### config.mk
export PLATFORM = sky130hd
export DESIGN_NAME = if_id_queue_flat
export DESIGN_NICKNAME = d
export VERILOG_FILES = /design/src/rtl/riscv_pkg.sv /design/src/rtl/if_id_queue_if.sv /design/src/rtl/if_id_queue.sv /design/src/flat_wrapper.sv
export SDC_FILE = /design/constraint.sdc
export NUM_CORES = 1
export LEC_CHECK = 0
export CAP_MARGIN = 20
export CELL_PAD_IN_SITES_DETAIL_PLACEMENT = 1
export CELL_PAD_IN_SITES_GLOBAL_PLACEMENT = 1
export CORE_UTILIZATION = 51
export CTS_CLUSTER_DIAMETER = 40
export CTS_CLUSTER_SIZE = 25
export DETAILED_ROUTE_END_ITERATION = 8
export DONT_BUFFER_PORTS = 1
export GPL_TIMING_DRIVEN = 0
export PLACE_DENSITY_LB_ADDON = 0.05
export SETUP_SLACK_MARGIN = 0.4
export SYNTH_ARGS = -nofsm -noshare
export SYNTH_HDL_FRONTEND = slang
export SYNTH_SLANG_ARGS = --single-unit
### constraint.sdc
create_clock -name clk -period 7.17 [get_ports clk]
set_input_delay 1.434 -clock clk [delete_from_list [all_inputs] [get_ports clk]]
set_output_delay 1.434 -clock clk [all_outputs]
set_load 0.1 [all_outputs]
### src/rtl/riscv_pkg.sv
// Shared RISC-V front-end definitions: data width, the canonical NOP and the
// fetch-to-decode entry layout.
package riscv_pkg;

  localparam int XLEN = 32;

  localparam logic [31:0] NOP_INST = 32'h0000_0013;

  typedef struct packed {
    logic [XLEN-1:0] pc;
    logic [31:0]     inst;
  } if_id_t;

endpackage

### src/rtl/if_id_queue_if.sv
// Fetch-to-decode bus. Handshake: a transfer happens on a rising edge where
// valid && ready; ready never depends combinationally on the opposite side's valid/ready.
interface if_id_queue_if #(
  parameter int XLEN = riscv_pkg::XLEN
);

  logic            in_valid;
  logic            in_ready;
  logic [XLEN-1:0] in_pc;
  logic [31:0]     in_inst;

  logic            out_valid;
  logic            out_ready;
  logic [XLEN-1:0] out_pc;
  logic [31:0]     out_inst;
  logic            out_misaligned;

  // master: the pipeline around the queue (fetch drives in_*, decode drives out_ready)
  modport master (
    output in_valid, in_pc, in_inst, out_ready,
    input  in_ready, out_valid, out_pc, out_inst, out_misaligned
  );

  modport slave (
    input  in_valid, in_pc, in_inst, out_ready,
    output in_ready, out_valid, out_pc, out_inst, out_misaligned
  );

endinterface

### src/rtl/if_id_queue.sv
// In-order fetch-to-decode instruction queue with redirect flush. Outputs are
// driven purely from registered state, so there is no input-to-output bypass.
module if_id_queue #(
  parameter int XLEN  = riscv_pkg::XLEN,
  parameter int DEPTH = 2
) (
  input  logic                       clk,
  input  logic                       rst_n,
  input  logic                       flush_i,
  if_id_queue_if.slave               bus,
  output logic [$clog2(DEPTH):0]     count_o
);

  import riscv_pkg::*;

  localparam int PTR_W = $clog2(DEPTH);
  localparam int CNT_W = PTR_W + 1;

  if_id_t             r_mem [DEPTH];
  logic [PTR_W-1:0]   r_head;
  logic [PTR_W-1:0]   r_tail;
  logic [CNT_W-1:0]   r_count;

  logic               w_in_ready;
  logic               w_out_valid;
  logic               w_push;
  logic               w_pop;
  if_id_t             w_head_entry;

  assign w_in_ready  = (r_count < CNT_W'(DEPTH));
  assign w_out_valid = (r_count != '0);
  assign w_push      = bus.in_valid  && w_in_ready  && !flush_i;
  assign w_pop       = w_out_valid   && bus.out_ready && !flush_i;

  // Storage carries no reset; the count alone decides what is valid.
  always_ff @(posedge clk) begin
    if (w_push) begin
      r_mem[r_tail] <= '{pc: bus.in_pc, inst: bus.in_inst};
    end
  end

  always_ff @(posedge clk or negedge rst_n) begin
    if (!rst_n) begin
      r_head  <= '0;
      r_tail  <= '0;
      r_count <= '0;
    end else if (flush_i) begin
      r_head  <= '0;
      r_tail  <= '0;
      r_count <= '0;
    end else begin
      if (w_push) r_tail <= r_tail + PTR_W'(1);
      if (w_pop)  r_head <= r_head + PTR_W'(1);
      case ({w_push, w_pop})
        2'b10:   r_count <= r_count + CNT_W'(1);
        2'b01:   r_count <= r_count - CNT_W'(1);
        default: r_count <= r_count;
      endcase
    end
  end

  assign w_head_entry = r_mem[r_head];

  always_comb begin
    bus.in_ready       = w_in_ready;
    bus.out_valid      = w_out_valid;
    bus.out_pc         = '0;
    bus.out_inst       = NOP_INST;
    bus.out_misaligned = 1'b0;
    if (w_out_valid) begin
      bus.out_pc         = w_head_entry.pc;
      bus.out_inst       = w_head_entry.inst;
      bus.out_misaligned = (w_head_entry.pc[1:0] != 2'b00);
    end
  end

  assign count_o = r_count;

endmodule

### src/flat_wrapper.sv
// flat-port wrapper written by rule: the top's interface ports become plain ports
module if_id_queue_flat import riscv_pkg::*;
#(
  parameter int XLEN  = riscv_pkg::XLEN,
  parameter int DEPTH = 2
)
  (clk, rst_n, flush_i, count_o, bus_in_valid, bus_in_pc, bus_in_inst, bus_out_ready, bus_in_ready, bus_out_valid, bus_out_pc, bus_out_inst, bus_out_misaligned);
  if_id_queue_if #(.XLEN(XLEN)) bus_i ();
  input  logic clk;
  input  logic rst_n;
  input  logic flush_i;
  output logic [$clog2(DEPTH):0] count_o;
  input wire logic [$bits(bus_i.in_valid)-1:0] bus_in_valid;
  input wire logic [$bits(bus_i.in_pc)-1:0] bus_in_pc;
  input wire logic [$bits(bus_i.in_inst)-1:0] bus_in_inst;
  input wire logic [$bits(bus_i.out_ready)-1:0] bus_out_ready;
  output wire logic [$bits(bus_i.in_ready)-1:0] bus_in_ready;
  output wire logic [$bits(bus_i.out_valid)-1:0] bus_out_valid;
  output wire logic [$bits(bus_i.out_pc)-1:0] bus_out_pc;
  output wire logic [$bits(bus_i.out_inst)-1:0] bus_out_inst;
  output wire logic [$bits(bus_i.out_misaligned)-1:0] bus_out_misaligned;
  assign bus_i.in_valid = bus_in_valid;
  assign bus_i.in_pc = bus_in_pc;
  assign bus_i.in_inst = bus_in_inst;
  assign bus_i.out_ready = bus_out_ready;
  assign bus_in_ready = bus_i.in_ready;
  assign bus_out_valid = bus_i.out_valid;
  assign bus_out_pc = bus_i.out_pc;
  assign bus_out_inst = bus_i.out_inst;
  assign bus_out_misaligned = bus_i.out_misaligned;
  if_id_queue #(.XLEN(XLEN), .DEPTH(DEPTH)) u_core (.clk(clk), .rst_n(rst_n), .flush_i(flush_i), .bus(bus_i), .count_o(count_o));
endmodule
# == Yosys cells after proc, flatten, opt, wreduce, memory -nomap -nowiden ==
# Memories as Yosys holds them, arrays and structs flattened.
# Index checks and enable logic that the tools add are counted.
# totals
mem_bits_rw,128
register_bits,4
elab_cells,32
mem_count,1
# memory_table
name,depth,word_bits,read_ports,rd_ports_with_merged_regs,write_ports,line_no,text
u_core.r_mem,2,64,1,0,1,if_id_queue.sv:19,if_id_t r_mem [DEPTH];
# op_classes
n_lt_le_gt_ge,1
mux,11
n_reduce_logical,10
n_eq_ne,2
addsub,4
# op_table
operator,n
2-to-1 mux 32 bit,2
nonzero test 2 bit,4
2-to-1 mux 1 bit,7
logical AND 1 bit,4
case mux 2 bit (2 select lines),1
nonzero test 3 bit,1
"adder 1 bit, second input constant",2
"adder 2 x 1 -> 2 bit, second input constant",1
"equality test 2 x 1 -> 1 bit, second input constant",1
"equality test 2 bit, second input constant",1
"less-than comparator 2 bit, second input constant",1
2-to-1 mux 2 bit,1
"subtractor 2 x 1 -> 2 bit, second input constant",1
logical NOT 1 bit,1

# == Logic depth before layout (Yosys ltp) ==
# Gate-level depths: netlist (run 1).
# logic_depth
word_depth,6
mapped_depth,5
depth_no_buf,3

# == Worst setup path before layout (run 1) ==
# OpenSTA, ideal clock, no wires.
# synth_path
kind,in2reg
start,input port bus_in_valid
end,"memory u_core.r_mem[1][0] (netlist name), enable pin"
stages,2
arrival_ps,6248
path_slack_ps,344
setup_time_ps,578
path_buffers,0
path_cell_list,nand2b_2 > nor3b_1
# synth_between
elab_chain_len,4
# synth_lines
element,line_no,text
start: declaration,flat_wrapper.sv:13,input wire logic [$bits(bus_i.in_valid)-1:0] bus_in_valid;
logical AND 1 bit (2 in a row),if_id_queue.sv:32,assign w_push = bus.in_valid && w_in_ready && !flush_i;
2-to-1 mux 1 bit,if_id_queue.sv:37,if (w_push) begin
2-to-1 mux 1 bit (not written as such),if_id_queue.sv:38,"r_mem[r_tail] <= '{pc: bus.in_pc, inst: bus.in_inst};"
end: declaration,if_id_queue.sv:19,
# Every way passes these cells.

# == Worst setup path after layout (run 1) ==
# layout_path
start,"register u_core.r_count[1], in the netlist u_core.count_o[1]"
end,output port bus_out_inst[4]
# layout_between
elab_chain_len,2
# layout_lines
element,line_no,text
start: declaration,if_id_queue.sv:22,logic [CNT_W-1:0] r_count;
start signal: assignment,if_id_queue.sv:55,2'b10: r_count <= r_count + CNT_W'(1);
start signal: assignment,if_id_queue.sv:56,2'b01: r_count <= r_count - CNT_W'(1);
start signal: assignment,if_id_queue.sv:57,default: r_count <= r_count;
nonzero test 2 bit,if_id_queue.sv:31,assign w_out_valid = (r_count != '0);
named net bus_out_valid,flat_wrapper.sv:18,output wire logic [$bits(bus_i.out_valid)-1:0] bus_out_valid;
2-to-1 mux 32 bit,if_id_queue.sv:70,if (w_out_valid) begin
end: declaration,flat_wrapper.sv:20,output wire logic [$bits(bus_i.out_inst)-1:0] bus_out_inst;
# The timed path passes the listed nets, and every way through them passes these cells.

==> run metrics, run 1 <==
post-route ant nets=0; setup ws final=around 2.3 ns; clock sink count=about 130; core area=0.00973 sq mm; clock power share=0.405; Synth top area share=0.754; # H-tree levels=4; Mapped Area=0.00510 sq mm; crit path capture type=primary output; Slew Limit Fails=0; post-CTS resize count=0; largest cells by area after synthesis=edfxtp_1 75%, mux2i_1 13%, nor2_1 4.7%, dfrtp_1 2.0%, buf_12 1.2%; vias per cell=5.30; Post-Place Setup Slack=2.76 ns; hold buffers post-CTS=0; RSZ-0062 raised after global routing=no; Die Span Y=102 um; DRC viols=0; vias=about 2,500; FILL cells=856; Die Footprint=0.0104 sq mm; Max Fanout on Critical Path=9; Max Fclk=204 MHz; outcome=complete, no violations; Syn Nets=366; vias in the first global route=~2,600; diode count=0; max_cap viols=0; Hold/Removal Path Class=register to register; Critical Path RT=5.74 ns; PnR Total Power=2.18 mW; Clock Skews=0.00717 ns; setup tns final=0 ns; Sw Pwr=approximately 640 uW; Root Driver=clkbuf_8; Int Power=1.54 mW; final net count=around 390; Power Density=351 mW/mm^2; WP data arrival=3.47 ns; Final Hold Vio Count=0; Comb pwr share=0.183; initial core utilization=0.524; final core occ=0.639; Ports=138; initial DRC count=60; commonest non-fill, non-tap cells in the layout=128 x edfxtp_1, 65 x mux2i_1, 62 x nor2_2, 16 x clkbuf_16, 6 x buf_2; maximum vdd drop=roughly 180 uV; first-pass GRT wire length=13,700 um; Synthesis Warnings=0; Seq/Total Area, Yosys=0.773; final setup fails=0; Worst slew margin=0.247; most common cell after layout, fill and taps aside=edfxtp_1; Synth area leader=edfxtp_1; DP Cell Count=439; CTS tree=yes; synthesized instance count=between 200 and 300; Layout area overhead=21.9%; area occupied by multi-input gates=0.00119 sq mm; clk buf depth=2; All-Layer GR Usage=0.190; Syn Area/Cell=17.2 sq um; initial antenna violation count=0; Die X=102 um; critical path launch point type=register; share of cells above drive strength 1=0.340; Reg power frac=0.412; crit path kind=register to primary output; total wire length=9530 um; fin cells=471; P_leak=2.01 nW; GRT overflow=0; CTS Buf Count=17; switch share=0.294; final critical-path required period=4.91 ns; Reg area=0.00394 sq mm; clk slew on worst S/H paths=0.06 ns; Clock Latency Late Sink=~0.5 ns; post-detail-place hpwl=approximately 6800 um; placer's final routability congestion estimate=0.662; post-synthesis register bit count=132; # rows=36; post-CTS setup buffers=0; PortBufs=0; Routed WL per cell=20.2 um; Distinct cells, synth=22; Least-Margin Pin Slew=1.13 ns; largest net degree at the start of global routing=18; drt pass-1 iters=4; crit share post-route=0.684
==> power by group through the flow <==
stage	registers, mW	logic [mW]	clock network, mW
3_5_place_dp	0.914	0.403	0
2_1_floorplan	0.915	0.342	0
4_1_cts	0.899	0.404	0.895
3_3_place_gp	0.919	0.368	0
5_1_grt	0.902	0.413	0.921
6_report	0.899	0.400	0.882
==> logic make-up (layout without fill, tap and decap cells) <==
family | after synthesis | after routing | share of synthesized area
compound gates | 6 | 6 | 0.00687
simple gates | 76 | 76 | 0.0601
flops | 132 | 132 | 0.773
buf+inv | 16 | 57 | 0.0287
xor+xnor | 2 | 2 | 0.00344
mux | 65 | 65 | 0.128
==> area by class of cell <==
cell class / count / share of cell area
Buffer: 14 / 0.0223
Clock buffer: 19 / 0.0678
Clock inverter: 13 / 0.0302
Inverter: 2 / 0.00121
Multi-Input combinational cell: 149 / 0.192
Sequential cell: 132 / 0.635
Tap cell: 133 / 0.0268
Timing Repair Buffer: 9 / 0.0254
==> synthesized netlist by cell type <==
| library cell | count |
|---|---|
| xor2_1 | 2 |
| nand2b_2 | 1 |
| a21oi_1 | 2 |
| nor3b_1 | 1 |
| nand2b_1 | 1 |
| mux2i_1 | 65 |
| nor2_2 | 1 |
| inv_1 | 2 |
| a211oi_1 | 1 |
| nor2_1 | 64 |
| buf_8 | 1 |
| buf_4 | 3 |
| nand2_1 | 4 |
| edfxtp_1 | 128 |
| dfrtp_1 | 4 |
| o21ai_0 | 2 |
| nor2b_1 | 2 |
| nor3_1 | 2 |
| buf_12 | 3 |
| buf_6 | 1 |
| a21o_1 | 1 |
| buf_2 | 6 |
==> stage by stage <==
stage / hold slack (ns) / cell area, sq um
after detailed placement: 0.590 / 5610
after floorplan: 0.518 / 5100
after global placement: 0.534 / 5270
after global routing: 0.592 / 6210
after CTS: 0.591 / 6210
final: 0.605 / 6210
==> registers in the layout, summed over array words and instances (netlist names) <==
| name | flops |
|---|---|
| u_core.count_o | 2 |
| u_core.r_head | 1 |
| u_core.r_mem | 128 |
| u_core.r_tail | 1 |
==> worst paths after layout <==
check	start	slack, ns	cells past startpoint	end
worst min-delay path	u_core.r_tail	0.61	2	u_core.r_tail
worst max register to register	u_core.count_o[1]	4.24	5	u_core.r_mem[0][18]
worst min register to register	u_core.r_tail	0.61	2	u_core.r_tail
worst max-delay path	u_core.count_o[1]	2.26	3	bus_out_inst[4]
min in group asynchronous	rst_n	0.62	0	u_core.r_tail
max in group asynchronous	rst_n	6.48	0	u_core.count_o[1]
==> metal layers <==
| layer | vias to the layer above | GRT usage | routed length, um |
|---|---|---|---|
| met5 | - | 0 | 0 |
| met4 | 0 | 0.0692 | 109 |
| met1 | 1238 | 0.176 | 3230 |
| li1 | 1156 | - | - |
| met2 | 93 | 0.355 | 5330 |
| met3 | 10 | 0.0923 | 862 |
==> worst max-delay path, cell delays in order (launching register included) <==
cell	delay [ns]
dfrtp_1	1.04
nor2_2	0.32
inv_1	0.77
nand2_1	0.83
No activity file was read; power rests on OpenSTA's default activity.
==> run 2: changes to the inputs <==
Settings changed: CORE_UTILIZATION 51 to 46.
Clock period 7.17 ns to 4.5 ns, I/O delays scaled along.
==> run 2 against run 1 <==
  * Clock power up 47%
  * Clock skew hardly changed
  * Sequential share of layout area grew 0.10 points
  * Via count rose by 0.56%
  * Non-clock buffer count is 1 lower
  * Final cell count is 0.64% higher
  * Utilization down 6.6 points
  * Critical path depth did not move
  * First-iteration DRC count increased by 130%
  * Critical path type unchanged
==> run metrics, run 2 (synthesis results as in run 1) <==
outcome=complete, no violations (unchanged); clk slew on worst S/H paths=0.06 ns (about the same); Final Hold Vio Count=0 (unchanged); WP data arrival=3.14 ns (was 3.47 ns); core area=0.0108 sq mm (was 0.00973 sq mm); clock sink count=132 (unchanged); Clock Latency Late Sink=0.51 ns (about the same); Die Span Y=107 um (was 102 um); Hold/Removal Path Class=primary input to asynchronous set/reset pin (was register to register); Root Driver=clkbuf_8 (unchanged); RSZ-0062 raised after global routing=yes (was no); GRT overflow=0 (unchanged); Die X=107 um (was 102 um); final net count=393 (was 394); Critical R2R Launch=u_core.count_o[1] (unchanged); first-pass GRT wire length=14,500 um (was 13,700 um); vias=2,511 (was 2,497); drt pass-1 iters=4 (unchanged); final critical-path required period=4.04 ns; share of cells above drive strength 1=0.353 (was 0.340); clk buf depth=2 (unchanged); Worst slew margin=0.256 (was 0.247); initial antenna violation count=0 (unchanged); crit-path cells=nor2_4 > clkinvlp_4 > nand2_2 (was nor2_2 > inv_1 > nand2_1); initial DRC count=136 (was 60); Max stage delay cell, worst path=dfrtp_1 (unchanged); diode count=0 (unchanged); initial core utilization=0.470 (was 0.524); max reg flops=128 (unchanged); Least-Margin Pin Slew=1.11 ns (was 1.13 ns); post-detail-place hpwl=6710 um (was 6780 um); maximum vdd drop=307 uV (was 180 uV); vias in the first global route=2,713 (was 2,645); Routed WL per cell=20.3 um (was 20.2 um); largest net degree at the start of global routing=20 (was 18); post-route ant nets=0 (unchanged); # H-tree levels=4 (unchanged); Worst Setup SP=u_core.count_o[1] (unchanged); most common cell after layout, fill and taps aside=edfxtp_1 (unchanged); setup tns final=0 ns (unchanged); Die Footprint=0.0115 sq mm (was 0.0104 sq mm); P_leak=1.97 nW (was 2.01 nW); All-Layer GR Usage=0.178 (was 0.190); Ports=138 (unchanged); DRC viols=0 (unchanged); Clock Skews=0.00752 ns (was 0.00717 ns); Power Density=543 mW/mm^2 (was 351 mW/mm^2); setup ws final=0.455 ns (was 2.26 ns); vias per cell=5.30 (about the same); Critical Path RT=3.60 ns (was 5.74 ns); max_cap viols=0 (unchanged); final setup fails=0 (unchanged); Slew Limit Fails=0 (unchanged); fin cells=474 (was 471); placer's final routability congestion estimate=0.666 (was 0.662); critical path launch point type=register (unchanged); Post-Place Setup Slack=0.593 ns (was 2.76 ns); # rows=38 (was 36); total wire length=9640 um (was 9530 um); Max Fanout on Critical Path=9 (unchanged); commonest non-fill, non-tap cells in the layout=128 x edfxtp_1, 65 x mux2i_1, 61 x nor2_2, 16 x clkbuf_16, 6 x buf_2 (was 128 x edfxtp_1, 65 x mux2i_1, 62 x nor2_2, 16 x clkbuf_16, 6 x buf_2); CTS Buf Count=17 (unchanged); DP Cell Count=445 (was 439); FF-to-FF path depth=5 (unchanged); Max Fclk=between 200 and 250 MHz; PortBufs=0 (unchanged); hold buffers post-CTS=0 (unchanged); register bank with the most flops=u_core.r_mem (unchanged); Max stage delay on crit path=0.81 ns (was 1.04 ns); crit share post-route=0.899; CTS tree=yes (unchanged); crit path kind=register to primary output (unchanged); Layout area overhead=21.7% (was 21.9%); crit path capture type=primary output (unchanged)
[run 2: changes by cell type in the layout (fill, tap and decap cells not counted), moves of 2 or more]
cell / change
nand2_2: +3
nand2_1: -3
buf_6: -4
clkinvlp_4: +4
buf_8: +2
clkbuf_1: -2
bufinv_16: -2
[run 2: worst paths after layout]
check,slack (ns),to
worst min register to register,0.65,u_core.r_tail
worst max register to register,2.03,u_core.r_mem[1][50]
min in group clk,0.44,u_core.count_o[0]
worst max-delay path,0.46,bus_out_inst[0]
max in group asynchronous,4.35,u_core.r_head
worst min-delay path,0.08,u_core.r_tail
[run 2: power by group]
part           switching (mW)  internal (mW)
sequential             0.0246           1.41
combinational           0.538          0.105
clock                   0.473          0.824
total                    1.03           2.34
[run 2: final cells by class]
class | count | area, sq um
Clock inverter | 12 | 141
Clock buffer | 17 | 414
Multi-Input combinational cell | 149 | 1210
Inverter | 2 | 11.3
Sequential cell | 132 | 3940
Tap cell | 140 | 175
Timing Repair Buffer | 8 | 170
Buffer | 14 | 139
Fill cell | 977 | 4640
[run 2: stage by stage]
step	total power, mW	instance area, sq um	util	hold WS [ns]
after CTS	3.41	6200	0.572	0.0470
final	3.37	6200	0.572	0.0789
after detailed placement	2.10	5630	0.520	0.604
after floorplan	2.00	5130	-	0.583
after global routing	3.47	6200	0.572	0.0514
after global placement	2.05	5300	0.489	0.601
[run 2: per-layer routing]
layer / up-vias / GRT usage / part of all wire
met5: - / 0 / 0
met4: 0 / 0.0822 / 0.018
met3: 17 / 0.0878 / 0.10
met2: 94 / 0.296 / 0.51
met1: 1251 / 0.188 / 0.37
li1: 1149 / - / -
[run 2: critical path, delay by kind of cell (launching register included)]
kind                   cells  cell delay [ns]
and+or+nand+nor            2             1.19
DFF                        1             0.81
buffers and inverters      1             0.62
[run 2: what timing repair did]
| action | CTS | global route |
|---|---|---|
| gates resized for setup | 5 | 0 |
| setup buffers | 0 | 0 |
| hold endpoints to repair | 0 | 0 |
| setup endpoints to repair | 3 | 3 |
==> run 3: changes to the inputs <==
Settings changed: SKIP_CTS_REPAIR_TIMING set to 1.
==> run 3 against run 2 <==
  * Total power barely moved
  * Global-route usage barely moved
  * Sequential share of layout area did not move
  * Critical endpoint unchanged
  * Highest routed layer unchanged
==> run metrics, run 3 (synthesis results as in run 1) <==
outcome=complete, no violations (unchanged); Layout area overhead=21.7% (unchanged); diode count=0 (unchanged); FILL cells=977 (unchanged); setup ws final=0.455 ns (about the same); area occupied by multi-input gates=0.00121 sq mm (unchanged); fin cells=474 (unchanged); max reg flops=128 (unchanged); Power Density=543 mW/mm^2 (about the same); critical path launch point type=register (unchanged); setup tns final=0 ns (unchanged); Ports=138 (unchanged); Routed WL per cell=20.3 um (about the same); RSZ-0062 raised after global routing=yes (unchanged); FF-to-FF path depth=5 (unchanged); met3 GRT Util=0.0878 (unchanged); post-detail-place hpwl=6710 um (unchanged); share of cells above drive strength 1=0.353 (unchanged); # rows=38 (unchanged); register bank with the most flops=u_core.r_mem (unchanged); Post-Place Setup Slack=0.593 ns (unchanged); # H-tree levels=4 (unchanged); Max Fanout on Critical Path=9 (unchanged); post-route ant nets=0 (unchanged); initial DRC count=136 (unchanged); Worst slew margin=0.256 (unchanged); PnR Total Power=3.37 mW (about the same); FF-to-FF End=u_core.r_mem[1][50] (unchanged); crit share post-route=0.899 (about the same); DRC viols=0 (unchanged); clock sink count=132 (unchanged); placer's final routability congestion estimate=0.666 (unchanged); Hold/Removal Path Class=primary input to asynchronous set/reset pin (unchanged); Max Fclk=247 MHz (about the same); Root Driver=clkbuf_8 (unchanged); Worst R2R Setup Slack=2.03 ns (about the same); Critical Path RT=3.60 ns (about the same); max_cap viols=0 (unchanged); Die X=107 um (unchanged); initial core utilization=0.470 (unchanged); first-pass GRT wire length=14,500 um (about the same); crit path capture type=primary output (unchanged); final setup fails=0 (unchanged); Least-Margin Pin Slew=1.11 ns (unchanged); All-Layer GR Usage=0.177 (was 0.178); Die Span Y=107 um (unchanged); drt pass-1 iters=4 (unchanged); GRT overflow=0 (unchanged); Slew Limit Fails=0 (unchanged); Final Cell Area=0.00620 sq mm (unchanged); final critical-path required period=4.05 ns (was 4.04 ns); Die Footprint=0.0115 sq mm (unchanged); clk buf depth=2 (unchanged); core area=0.0108 sq mm (unchanged); PortBufs=0 (unchanged); largest net degree at the start of global routing=20 (unchanged); initial antenna violation count=0 (unchanged); Clock Latency Late Sink=0.51 ns (about the same); minimum hold slack=0.0789 ns (unchanged); commonest non-fill, non-tap cells in the layout=128 x edfxtp_1, 65 x mux2i_1, 61 x nor2_2, 16 x clkbuf_16, 6 x buf_2 (unchanged); crit path kind=register to primary output (unchanged); vias=2,511 (unchanged); P_leak=1.97 nW (unchanged); final core occ=0.572 (unchanged); DP Cell Count=445 (unchanged); final net count=393 (unchanged); CTS Buf Count=17 (unchanged); most common cell after layout, fill and taps aside=edfxtp_1 (unchanged); WP data arrival=3.15 ns (was 3.14 ns); vias per cell=5.30 (unchanged); Clock Skews=0.00752 ns (unchanged); met2 Use GR=0.296 (unchanged); Reg area=0.00394 sq mm (unchanged); placed inst area=0.00563 sq mm (unchanged); total wire length=9640 um (about the same); met1 Use GR=0.188 (about the same); clk slew on worst S/H paths=0.06 ns (about the same); Final Hold Vio Count=0 (unchanged); vias in the first global route=2,715 (was 2,713); maximum vdd drop=307 uV (about the same); GR peak layer=met2 (unchanged); CTS tree=yes (unchanged); Critical R2R Launch=u_core.count_o[1] (unchanged)
## run 3: cell counts in the layout (fill, tap and decap cells not counted)
No cell type changed its count.
## run 3: area by class of cell
class,count,area share
plain buffers,14,0.0224
clock buffers,17,0.0667
clock inverters,12,0.0228
inverters,2,0.00181
multi-input cells,149,0.195
flip-flops and latches,132,0.636
well taps,140,0.0282
repair buffers,8,0.0274
## run 3: layer usage
layer | up-vias | wire (um)
met3 | 17 | 1010
met1 | 1251 | 3540
li1 | 1149 | -
met4 | 0 | 171
met5 | - | 0
met2 | 94 | 4920
## run 3: worst max-delay path by stage
stage	from	depth (start not counted)	endpoint
final	u_core.count_o[1]	3	bus_out_inst[0]
after floorplan	u_core.count_o[1]	3	bus_out_inst[0]
after detailed placement	u_core.count_o[1]	3	bus_out_inst[0]
after global placement	u_core.count_o[1]	2	u_core.r_mem[1][58]
after CTS	u_core.count_o[1]	3	bus_out_inst[0]
after global routing	u_core.count_o[1]	3	bus_out_inst[0]
## run 3: worst max-delay path: stages, from the launching register on
cell and delay, ns:
dfrtp_1 0.81, nor2_4 0.56, clkinvlp_4 0.62, nand2_2 0.63
## run 3: power by group
| group | internal (mW) | switching [mW] | leakage [nW] |
|---|---|---|---|
| Sequential | 1.41 | 0.0246 | 1.23 |
| Clock | 0.824 | 0.473 | 0.260 |
| Combinational | 0.105 | 0.538 | 0.485 |
